File: src/rtl/rotl_seq_pkg.sv
// Shared definitions for the sequential rotate-left unit and the SHA-256 datapath.
package rotl_seq_pkg;
    localparam int WIDTH_DEF = 32;
    localparam int AMT_W_DEF = 5;

    typedef enum logic [1:0] {
        IDLE   = 2'd0,
        ROTATE = 2'd1,
        DONE   = 2'd2
    } state_t;
endpackage

File: src/rtl/rotl_step.sv
// Combinational rotate-left of WIDTH bits by k; the left-hand twin of the right-rotate unit.
module rotl_step
    import rotl_seq_pkg::*;
#(
    parameter int WIDTH = WIDTH_DEF,
    parameter int AMT_W = AMT_W_DEF
) (
    input  logic [WIDTH-1:0] data,
    input  logic [AMT_W-1:0] k,
    output logic [WIDTH-1:0] result
);
    logic [2*WIDTH-1:0] dbl;

    // The upper half of the shifted doubled word is the modular rotation.
    assign dbl    = {data, data} << k;
    assign result = dbl[2*WIDTH-1:WIDTH];
endmodule

File: src/rtl/rotl_seq.sv
// Sequential rotate-left: accepts one word, rotates up to STEP bits per clock, presents result.
module rotl_seq
    import rotl_seq_pkg::*;
#(
    parameter int WIDTH = WIDTH_DEF,
    parameter int AMT_W = AMT_W_DEF,
    parameter int STEP  = 1
) (
    input  logic             clk,
    input  logic             rst_n,
    input  logic             in_valid,
    output logic             in_ready,
    input  logic [WIDTH-1:0] in_data,
    input  logic [AMT_W-1:0] in_amt,
    output logic             out_valid,
    input  logic             out_ready,
    output logic [WIDTH-1:0] out_data,
    output logic             busy,
    output logic [1:0]       state_dbg
);
    // Handshake: a transfer happens on a rising edge where valid and ready are both high;
    // out_valid and out_data hold until out_ready is seen, and ready never depends on valid.
    localparam logic [AMT_W-1:0] STEP_K = AMT_W'(STEP);

    state_t           state;
    state_t           state_nx;
    logic [WIDTH-1:0] data_q;
    logic [AMT_W-1:0] rem;
    logic [AMT_W-1:0] k;
    logic [AMT_W-1:0] rem_nx;
    logic [WIDTH-1:0] rotated;

    assign k      = (rem < STEP_K) ? rem : STEP_K;
    assign rem_nx = rem - k;

    rotl_step #(
        .WIDTH (WIDTH),
        .AMT_W (AMT_W)
    ) u_step (
        .data   (data_q),
        .k      (k),
        .result (rotated)
    );

    always_ff @(posedge clk or negedge rst_n) begin
        if (!rst_n) begin
            state <= IDLE;
        end else begin
            state <= state_nx;
        end
    end

    always_ff @(posedge clk or negedge rst_n) begin
        if (!rst_n) begin
            data_q <= '0;
            rem    <= '0;
        end else begin
            case (state)
                IDLE: begin
                    if (in_valid) begin
                        data_q <= in_data;
                        rem    <= in_amt;
                    end
                end
                ROTATE: begin
                    data_q <= rotated;
                    rem    <= rem_nx;
                end
                default: ;
            endcase
        end
    end

    always_comb begin
        state_nx = state;
        case (state)
            IDLE: begin
                if (in_valid) begin
                    state_nx = (in_amt == '0) ? DONE : ROTATE;
                end
            end
            ROTATE: begin
                if (rem_nx == '0) begin
                    state_nx = DONE;
                end
            end
            DONE: begin
                if (out_ready) begin
                    state_nx = IDLE;
                end
            end
            default: state_nx = IDLE;
        endcase
    end

    always_comb begin
        in_ready  = (state == IDLE);
        out_valid = (state == DONE);
        busy      = (state != IDLE);
        state_dbg = state;
        out_data  = data_q;
    end
endmodule

File: config.mk
export PLATFORM = sky130hd
export DESIGN_NAME = rotl_seq
export DESIGN_NICKNAME = d
export VERILOG_FILES = /design/src/rtl/rotl_seq_pkg.sv /design/src/rtl/rotl_step.sv /design/src/rtl/rotl_seq.sv
export SDC_FILE = /design/constraint.sdc
export NUM_CORES = 1
export LEC_CHECK = 0
export CORE_UTILIZATION = 49
export DETAILED_ROUTE_END_ITERATION = 10
export GPL_TIMING_DRIVEN = 0
export PLACE_DENSITY = 0.81
export SLEW_MARGIN = 10
export SYNTH_ARGS = -nofsm -noshare
export SYNTH_HDL_FRONTEND = slang
export SYNTH_SLANG_ARGS = --single-unit
export TNS_END_PERCENT = 50
File: constraint.sdc
create_clock -name clk -period 5 [get_ports clk]
set_input_delay 1 -clock clk [delete_from_list [all_inputs] [get_ports clk]]
set_output_delay 1 -clock clk [all_outputs]
set_load 0.02 [all_outputs]
==> results.md <==
- Largest area contributor in the netlist: dfrtp_1
- Setup crit end kind: output pin
- CP Data Arrival Time: 1.91 ns
- Crit path launch: state_dbg[0]$_DFFE_PN0P_
- IR drop worst, VDD: 0.354 mV
- Die W: 70.7 um
- Comb power frac: 62.0%
- Worst clock skew: 0.00592 ns
- Syn. warnings: 0
- Syn Nets: 283
- Setup Fix Bufs, Post-CTS: 0
- DRT Pass-1 Iters: 8
- Critical path required time: 4.00 ns
- Post-Route WL: 6.22 mm
- Max-slew violations: 0
- Worst Max-Slew Pin Slew: 0.460 ns
- Setup TNS: 0 ns
- Switching fraction of total power: 45.5%
- Synth Area per Inst: 9.59 um^2
- PwrDens: 669 nW/um^2
- Flop and latch count out of synthesis: 39
- # Max-Cap Violations: 0
- Cell-internal power: 1.19 mW
- R2R depth: 6
- Syn-to-layout area delta: 41.1%
- Via-to-Cell Ratio: 6.22
- Fin nets: 368
- Inserted Diodes: 0
- Mapped Area: 2310 um^2
- # DRC: 10
- GRT Residual Overflow: 0
- Final Wtd Congestion: 0.834
- Hold crit path type: input port to asynchronous set/reset pin
- WL per Instance: 16.4 um
- DPL Wire Length: 4.42 mm
- Die Ht: 70.7 um
- Maximum clock path buffer count: 2
- NetSw: 0.994 mW
- First DRT Iteration DRCs: 188
- Fillers: 362
- Ratio of final minimum period to clock period: 58.3%
- R2R Path Start: rem[3]$_DFFE_PN0P_
- Final Hold Viols: 0
- CTS tree: built
- Clk root buf: clkbuf_8
- Clock power share: 10.7%
- Initial antenna violation count: 0
- Final setup fails: 0
- IO Pins: 78
- Failing checks: DRC
- Pleak: 1.24 nW
- Crit path time final: 2.91 ns
- Sequential Power Share: 27.2%
- Status: finished, violations left
- Peak Freq: 343 MHz
- Worst-Skew Late Latency: 0.30 ns
- Vias in the first global route: 2,242
- CTS H-tree lvls: 2
- Critical R2R Capture: state_dbg[0]$_DFFE_PN0P_
- Post-synth top area share: 42.2%
- FP Rows: 24
- Critical Path Start Type: flip-flop
- Routed Antenna Nets: 0
- Largest net degree at the start of global routing: 36
- Setup slack, reg-to-reg: 2.89 ns
- Synth cell types: 40
- Post-layout power: 2.18 mW
- CP Class: flip-flop to output pin
- First-pass GRT wire length: 10.5 mm
- RSZ-0062 raised after global routing: no
- Post-cts gate resize count: 0
- Worst-path clk slew: 0.07 ns
- Starting Density: 52.0%
- Clk sinks: 39
- DIE AREA: 5000 um^2
- Share of cells above drive strength 1: 11.3%
- Number of I/O port buffers: 77
- Max-slew headroom: 69.4%
- Core area: 4440 um^2
- Total CTS buffers: 5
- End of the critical path: out_valid
- Sequential share of the synthesized area: 42.2%
- Via Count: 2,358
- CP max FO: 10
- Syn Inst Count: 241
- Top cells by area, synth: dfrtp_1 42%, a211o_1 12%, a22oi_1 11%, o211ai_1 10%, nand2_1 5.5%
- CTS Hold Bufs: 0
- GRT Total Usage: 26.4%
[cell families after synthesis]
group	count (synthesis)	share of synthesized area [%]
flops	39	42.2
mux	1	0.433
buf+inv	33	6.55
compound gates	114	38.4
fa+ha+maj	1	0.541
simple gates	53	11.9
[layout make-up]
cell class	count	area, um^2	share of cell area, %
Multi-Input combinational cell	169	1180	36.3
Timing Repair Buffer	78	786	24.1
Clock buffer	8	100	3.07
Buffer	27	129	3.95
Inverter	6	22.5	0.690
Sequential cell	39	976	29.9
Tap cell	52	65.1	1.99
[cells in the mapped netlist, drive strengths merged]
master,count
a211o,31
a21oi,2
a221o,1
a22o,1
a22oi,34
a31oi,1
a32oi,1
and2,1
buf,21
clkbuf,6
dfrtp,39
ha,1
inv,6
mux2i,1
nand2,34
nand3b,1
nand4,2
nor2,4
nor2b,2
nor3,2
nor3b,2
nor4,1
nor4b,1
o211ai,31
o21a,1
o21ai,6
o21bai,1
o22a,1
o311ai,2
o41ai,1
or3b,1
or4,2
[how the worst min path moves through the flow]
stage                       startpoint                 endpoint  slack [ns]  cells after the start
2_1_floorplan       rem[4]$_DFFE_PN0P_       rem[4]$_DFFE_PN0P_        0.56                      1
4_1_cts                          rst_n       rem[2]$_DFFE_PN0P_        0.52                      1
5_1_grt                          rst_n       rem[2]$_DFFE_PN0P_        0.52                      1
3_5_place_dp   out_data[6]$_DFFE_PN0P_  out_data[6]$_DFFE_PN0P_        0.55                      2
3_3_place_gp   out_data[5]$_DFFE_PN0P_  out_data[5]$_DFFE_PN0P_        0.55                      2
6_report                         rst_n       rem[2]$_DFFE_PN0P_        0.52                      1
[flip-flops by register name (all words and copies together) (netlist names)]
name,flops
out_data,32
rem,5
state_dbg,2
[layout by cell type (no fill, tap or decap), types with 2 or more instances in the layout]
master / synthesis / layout
a21oi_1: 2 / 2
clkbuf_8: 0 / 7
a211o_1: 31 / 31
nand2_1: 34 / 34
dfrtp_1: 39 / 39
clkdlybuf4s50_1: 0 / 76
buf_2: 19 / 20
inv_1: 6 / 6
o211ai_1: 31 / 31
nor2_1: 3 / 3
nand4_1: 2 / 2
nor2b_1: 2 / 2
o21ai_0: 5 / 5
a22oi_1: 34 / 34
clkbuf_1: 6 / 7
[power by group through the flow]
| stage | logic [mW] | clock network (mW) | registers, mW |
|---|---|---|---|
| 6_report | 1.35 | 0.235 | 0.595 |
| 5_1_grt | 1.47 | 0.246 | 0.611 |
| 4_1_cts | 1.35 | 0.236 | 0.593 |
| 3_5_place_dp | 1.35 | 0 | 0.598 |
| 3_3_place_gp | 1.33 | 0 | 0.595 |
| 2_1_floorplan | 0.700 | 0 | 0.734 |
[critical path: stages, from the launching register on]
cell and delay (ns):
dfrtp_1 0.35, buf_2 0.23, buf_1 0.39, nor2_1 0.10
clkdlybuf4s50_1 0.55
[per-layer routing]
metal | global-route usage, % | vias up | share of wire, %
met5 | 0 | - | 0
met4 | 8.00 | 0 | 1.6
met3 | 5.41 | 12 | 5.9
met2 | 41.7 | 93 | 46
met1 | 36.9 | 1133 | 46
li1 | - | 1120 | -
[through the flow]
step / worst slack [ns] / area [um^2] / hold WS [ns] / util (%) / cells
detailed placement: 2.39 / 3160 / 0.554 / 71.2 / 371
finish: 2.09 / 3260 / 0.522 / 73.4 / 379
global placement: 1.95 / 3150 / 0.547 / 70.8 / 370
floorplan: 2.80 / 2310 / 0.565 / - / 241
global route: 2.00 / 3260 / 0.522 / 73.4 / 379
CTS: 2.12 / 3260 / 0.522 / 73.4 / 379
Power figures use the tool's default switching activity.
